[config.mk]
export PLATFORM = sky130hd
export DESIGN_NAME = step_sequencer_flat
export DESIGN_NICKNAME = d
export VERILOG_FILES = /design/src/rtl/step_sequencer_if.sv /design/src/rtl/step_sequencer.sv /design/src/flat_wrapper.sv
export SDC_FILE = /design/constraint.sdc
export NUM_CORES = 1
export LEC_CHECK = 0
export BUFFER_PORTS_ARGS = -buffer_cell sky130_fd_sc_hd__buf_2
export CAP_MARGIN = 20
export CORE_ASPECT_RATIO = 0.8
export CORE_MARGIN = 2
export CORE_UTILIZATION = 45
export DETAILED_ROUTE_END_ITERATION = 7
export SYNTH_ARGS = -nofsm -noshare
export SYNTH_HDL_FRONTEND = slang
export SYNTH_SLANG_ARGS = --single-unit
export TNS_END_PERCENT = 5
[constraint.sdc]
create_clock -name clk_i -period 7.25 [get_ports clk_i]
set_clock_uncertainty 0.05 [all_clocks]
set_input_delay 1.45 -clock clk_i [delete_from_list [all_inputs] [get_ports clk_i]]
set_output_delay 1.45 -clock clk_i [all_outputs]
set_load 0.005 [all_outputs]
[src/rtl/step_sequencer_if.sv]
// Control/pattern-write inputs and voice-trigger outputs of the drum step sequencer.
// With SEQ_SWING_EN defined the bundle also carries swing_on.
interface step_sequencer_if #(
  parameter int unsigned STEPS  = 16,
  parameter int unsigned TICK_W = 24
);
  localparam int unsigned SW = $clog2(STEPS);

  logic              run;
  logic [TICK_W-1:0] tempo;
`ifdef SEQ_SWING_EN
  logic              swing_on;
`endif
  logic              pat_we;
  logic [1:0]        pat_track;
  logic [SW-1:0]     pat_step;
  logic              pat_bit;
  logic              go;
  logic [2:0]        sel;
  logic              en;
  logic [SW-1:0]     step;

  modport master (
    output run, tempo,
`ifdef SEQ_SWING_EN
    output swing_on,
`endif
    output pat_we, pat_track, pat_step, pat_bit,
    input  go, sel, en, step
  );

  modport slave (
    input  run, tempo,
`ifdef SEQ_SWING_EN
    input  swing_on,
`endif
    input  pat_we, pat_track, pat_step, pat_bit,
    output go, sel, en, step
  );
endinterface

[src/rtl/step_sequencer.sv]
// 4-track x STEPS-step drum sequencer: fires one voice per step into a monophonic player.
// Optional feature: define SEQ_SWING_EN to add swing_on (long/short alternating step pairs).
module step_sequencer #(
  parameter int unsigned STEPS  = 16,
  parameter int unsigned TICK_W = 24
) (
  input  logic       clk_i,
  input  logic       reset_i,
  step_sequencer_if.slave bus_io
);
  localparam int unsigned SW = $clog2(STEPS);
`ifdef SEQ_SWING_EN
  localparam int unsigned CW = TICK_W + 1;
`else
  localparam int unsigned CW = TICK_W;
`endif

  logic [3:0]    pat_q [STEPS];
  logic [CW-1:0] tick_q, tick_d, period_end;
  logic [SW-1:0] step_q, step_d, fire_step;
  logic [1:0]    sel_q, sel_d;
  logic          armed_q, armed_d, go_q, go_d, en_q;
  logic          fire;
  logic [3:0]    column;

`ifdef SEQ_SWING_EN
  logic [CW-1:0] tempo_x, quarter;

  // Even-indexed steps are stretched and odd ones shrunk by the same quarter period.
  always_comb begin
    tempo_x = {1'b0, bus_io.tempo};
    quarter = (tempo_x + CW'(1)) >> 2;
    if (!bus_io.swing_on) begin
      period_end = tempo_x;
    end else if (!step_q[0]) begin
      period_end = tempo_x + quarter;
    end else begin
      period_end = tempo_x - quarter;
    end
  end
`else
  assign period_end = bus_io.tempo;
`endif

  assign fire      = bus_io.run & (armed_q | (tick_q >= period_end));
  assign fire_step = armed_q ? '0 : step_q + SW'(1);
  assign column    = pat_q[fire_step];

  always_comb begin
    tick_d  = tick_q + CW'(1);
    step_d  = step_q;
    armed_d = armed_q;
    go_d    = 1'b0;
    sel_d   = sel_q;
    if (!bus_io.run) begin
      tick_d  = '0;
      step_d  = '0;
      armed_d = 1'b1;
    end else if (fire) begin
      tick_d  = '0;
      step_d  = fire_step;
      armed_d = 1'b0;
      if (|column) begin
        go_d = 1'b1;
        // Lowest track wins: kick > snare > hat > clap.
        if (column[0]) begin
          sel_d = 2'd0;
        end else if (column[1]) begin
          sel_d = 2'd1;
        end else if (column[2]) begin
          sel_d = 2'd2;
        end else begin
          sel_d = 2'd3;
        end
      end
    end
  end

  always_ff @(posedge clk_i or posedge reset_i) begin
    if (reset_i) begin
      tick_q  <= '0;
      step_q  <= '0;
      armed_q <= 1'b0;
      go_q    <= 1'b0;
      sel_q   <= '0;
      en_q    <= 1'b0;
    end else begin
      tick_q  <= tick_d;
      step_q  <= step_d;
      armed_q <= armed_d;
      go_q    <= go_d;
      sel_q   <= sel_d;
      en_q    <= bus_io.run;
    end
  end

  // Fire reads pat_q before this edge, so a same-cycle write shows up on the next pass.
  always_ff @(posedge clk_i or posedge reset_i) begin
    if (reset_i) begin
      for (int s = 0; s < STEPS; s++) begin
        pat_q[s] <= '0;
      end
    end else if (bus_io.pat_we) begin
      pat_q[bus_io.pat_step][bus_io.pat_track] <= bus_io.pat_bit;
    end
  end

  assign bus_io.go   = go_q;
  assign bus_io.sel  = {1'b0, sel_q};
  assign bus_io.en   = en_q;
  assign bus_io.step = step_q;
endmodule

[src/flat_wrapper.sv]
// flat-port wrapper written by rule: the top's interface ports become plain ports
module step_sequencer_flat 
#(
  parameter int unsigned STEPS  = 16,
  parameter int unsigned TICK_W = 24
)
  (clk_i, reset_i, bus_io_run, bus_io_tempo, bus_io_pat_we, bus_io_pat_track, bus_io_pat_step, bus_io_pat_bit, bus_io_go, bus_io_sel, bus_io_en, bus_io_step);
  step_sequencer_if #(.STEPS(STEPS), .TICK_W(TICK_W)) bus_io_i ();
  input  logic clk_i;
  input  logic reset_i;
  input wire logic [$bits(bus_io_i.run)-1:0] bus_io_run;
  input wire logic [$bits(bus_io_i.tempo)-1:0] bus_io_tempo;
  input wire logic [$bits(bus_io_i.pat_we)-1:0] bus_io_pat_we;
  input wire logic [$bits(bus_io_i.pat_track)-1:0] bus_io_pat_track;
  input wire logic [$bits(bus_io_i.pat_step)-1:0] bus_io_pat_step;
  input wire logic [$bits(bus_io_i.pat_bit)-1:0] bus_io_pat_bit;
  output wire logic [$bits(bus_io_i.go)-1:0] bus_io_go;
  output wire logic [$bits(bus_io_i.sel)-1:0] bus_io_sel;
  output wire logic [$bits(bus_io_i.en)-1:0] bus_io_en;
  output wire logic [$bits(bus_io_i.step)-1:0] bus_io_step;
  assign bus_io_i.run = bus_io_run;
  assign bus_io_i.tempo = bus_io_tempo;
  assign bus_io_i.pat_we = bus_io_pat_we;
  assign bus_io_i.pat_track = bus_io_pat_track;
  assign bus_io_i.pat_step = bus_io_pat_step;
  assign bus_io_i.pat_bit = bus_io_pat_bit;
  assign bus_io_go = bus_io_i.go;
  assign bus_io_sel = bus_io_i.sel;
  assign bus_io_en = bus_io_i.en;
  assign bus_io_step = bus_io_i.step;
  step_sequencer #(.STEPS(STEPS), .TICK_W(TICK_W)) u_core (.clk_i(clk_i), .reset_i(reset_i), .bus_io(bus_io_i));
endmodule
==> impl_metrics.csv <==
group,metric,value,unit
timing,period_needed,3.801,ns
layout,nNetsFinal,637,
pwr,p_switching,323.3,uW
timing,rsz0062_at_grt,"false",
detailed_routing,drc,0,
floorplanning,die_area,13270,um^2
critical_path,worstPathMaxFanout,23,
critical_path,slowest_stage,"nand2_1",
critical_path,critical_path_buf_inv_count,2,
critical_path,crit_top_cell,"nor2_1",
floorplanning,initial_core_util,45.90,%
timing,tightest_slew,1.048,ns
floorplanning,die_x,128.3,um
place,portBuffers,42,
critical_path,endpoint_kind,"register",
global_routing,grt_start_max_net_pins,65,
global_routing,grt_usage,20.99,%
detailed_routing,drt-initial-drc-count,292,
synth,synth-seq-cells,97,
global_routing,grt_overflow,0,
timing,min_period_over_period,52.43,%
cts,cts_setup_buffers,0,
cts,cts-root-buf,"clkbuf_16",
timing,finalSetupTns,0,ns
hold_path,hold_class,"reg2reg",
critical_path,crit_arrival,4.00,ns
critical_path,crit_chain,"buf_2 -> inv_1 -> ha_1 -> a21oi_1 -> nor2_1 -> a211oi_1 -> o211ai_1 -> a31oi_2 -> nand2_1 -> nor2_1",
synth,synth_area_leaders,"dfrtp_1 44%, mux2_2 14%, ha_1 5.8%",
global_routing,antenna_found_initial,0,
pwr,share_comb_of_total_power,13.3,%
status,outcome,"completed",
layout,drive_gt1_share,24.44,%
cts,ctsResizeCount,0,
floorplanning,fp-row-count,36,
timing,setup-violations-final,0,
pwr,seqPwrFrac,47.8,%
synth,avgSynthCellArea,10.26,um^2
detailed_routing,wirelength,12940,um
critical_path,critPathMaxStageDelay,0.64,ns
detailed_routing,vias,4050,
cts,clockBufferDepth,2,
synth,netlist_area,5562,um^2
floorplanning,pin_count,44,
synth,syn_inst,542,
place,gp_congestion,0.8234,
place,dpl.cell_count,717,
synth,ys_warn_count,0,
run,maxCapViolations,0,
synth,ys_seq_area_share,43.64,%
detailed_routing,dr.pass1.iters,5,
cts,clk_pin_slew,0.06,ns
synth,yosysMostFrequentCell,"dfrtp_1",
critical_path,required,7.45,ns
detailed_routing,vias_per_cell,5.525,
cts,clock_latency,0.35,ns
synth,synth_flop_cell,"dfrtp_1",
synth,synth_nets,603,
critical_path,critical_path_class,"in2reg",
global_routing,grt_pass1_wl,21270,um
critical_path,cp_top_family,"compound AO/OA/AOI/OAI gates",
synth,synth-edff-count,0,
detailed_routing,ant_nets,0,
place,hpwl,9234,um
pwr,leakage,0.002909,uW
pwr,pwr-share-clk,38.9,%
synth,synth_common_cells,"97 x dfrtp_1, 70 x nand2_1, 67 x mux2_2",
pwr,p_int,992.9,uW
floorplanning,core-area,12120,um^2
cts,cts_max_level,3,
cts,ctsHoldBuffers,0,
synth,synth_top_area_share,43.64,%
critical_path,startpoint_type,"input pin",
layout,finish.cell_count_without_fillers,733,
timing,finalHoldViolCount,0,
pwr,irDropWorstVdd,125.8,uV
synth,synth_cell_type_count,58,
cts,cts_buffers,9,
global_routing,grt_pass1_vias,4083,
synth,async_flop_share,100.0,%
cts,cts_sinks,97,
synth,synth_top_cell_by_area,"dfrtp_1",
floorplanning,die_y,103.4,um
pwr,swShare,24.56,%
detailed_routing,post_drt_wl_per_cell,17.65,um
pwr,p_per_area,213.1,nW/um^2
timing,timing.slew.headroom,29.87,%
cts,cts_tree,"done",
layout,area_delta_synth_final,11.07,%
timing,max_freq,263.1,MHz
layout,diodes,0,
timing,final_max_slew_viol_count,0,
## stage by stage
stage	utilization, %	hold slack, ns	cell area, um^2	power, uW	setup slack (ns)
floorplan	-	0.4203	5562	756.4	3.216
global placement	48.33	0.4321	5856	806.4	3.235
detailed placement	48.33	0.4432	5856	814.9	3.101
CTS	50.98	0.4580	6177	1331	3.418
global route	50.98	0.4694	6177	1376	3.172
finish	50.98	0.4513	6177	1316	3.449
## flip-flops by register name, indices dropped and copies added (netlist names)
signal / cells
u_core.tick_q: 24
u_core.bus_io.step: 4
u_core.pat_q: 64
u_core.armed_q: 1
u_core.bus_io.go: 1
u_core.bus_io.en: 1
u_core.sel_q: 2
## metal layers
| layer | share of wire, % | vias up | track usage (%) |
|---|---|---|---|
| li1 | - | 1949 | - |
| met1 | 48 | 2033 | 28.73 |
| met2 | 47 | 66 | 34.12 |
| met3 | 4.1 | 2 | 4.578 |
| met4 | 0.43 | 0 | 5.833 |
| met5 | 0 | - | 0 |
## power by group through the flow
stage | registers, uW | logic [uW] | clock network [uW]
2_1_floorplan | 625 | 131 | 0
3_3_place_gp | 636 | 171 | 0
3_5_place_dp | 639 | 176 | 0
4_1_cts | 629 | 177 | 525
5_1_grt | 635 | 195 | 546
6_report | 630 | 175 | 511
## final timing paths
check | slack [ns] | cells after the start | endpoint | startpoint
setup / recovery | 3.45 | 10 | u_core.tick_q[7]$_DFF_PP0_ | bus_io_tempo[17]
hold / removal | 0.45 | 1 | u_core.pat_q[15]$_DFFE_PP0P_ | u_core.pat_q[15]$_DFFE_PP0P_
setup reg to reg | 3.75 | 8 | u_core.sel_q[0]$_DFFE_PP0P_ | u_core.bus_io.step[0]$_DFFE_PP0P_
hold reg to reg | 0.45 | 1 | u_core.pat_q[15]$_DFFE_PP0P_ | u_core.pat_q[15]$_DFFE_PP0P_
max in group asynchronous | 4.90 | 3 | u_core.pat_q[0]$_DFFE_PP0P_ | reset_i
min in group asynchronous | 1.08 | 2 | u_core.tick_q[5]$_DFF_PP0_ | reset_i
## placed cells by master, fill, tap and decap left out, types with 3 or more instances in the layout
cell type  count
o211ai_1       3
mux4_2         4
o21ai_0        3
mux2_2        67
a21o_1         5
nand3_1       11
nand2b_1       6
buf_2         42
dfrtp_1       97
or2_1          3
nor2b_1        4
nor2_1        66
a32oi_1        3
and3_1         8
a211oi_1       5
nor3_1         9
ha_1          26
inv_1         30
mux2i_1       10
nand4_1        7
a221oi_1       5
nand2_1       70
xor2_1        16
xnor2_1        7
clkbuf_16      9
a21oi_1       10
or2_2          5
## cell type report
cell class	instances	area (um^2)
clock inverters	5	78.83
inverters	33	126.4
flip-flops and latches	97	2427
well taps	152	190.2
fillers	1094	5939
multi-input cells	392	2894
repair buffers	43	217.7
clock buffers	11	242.7
## kinds of logic after synthesis
kind of cell    synth area share [%]
flops                          43.64
compound gates                 7.582
mux                            17.93
xor+xnor                       4.207
buf+inv                        4.410
simple gates                   16.31
other cells                  0.06743
fa+ha+maj                      5.849
(Power assumes the default switching activity.)
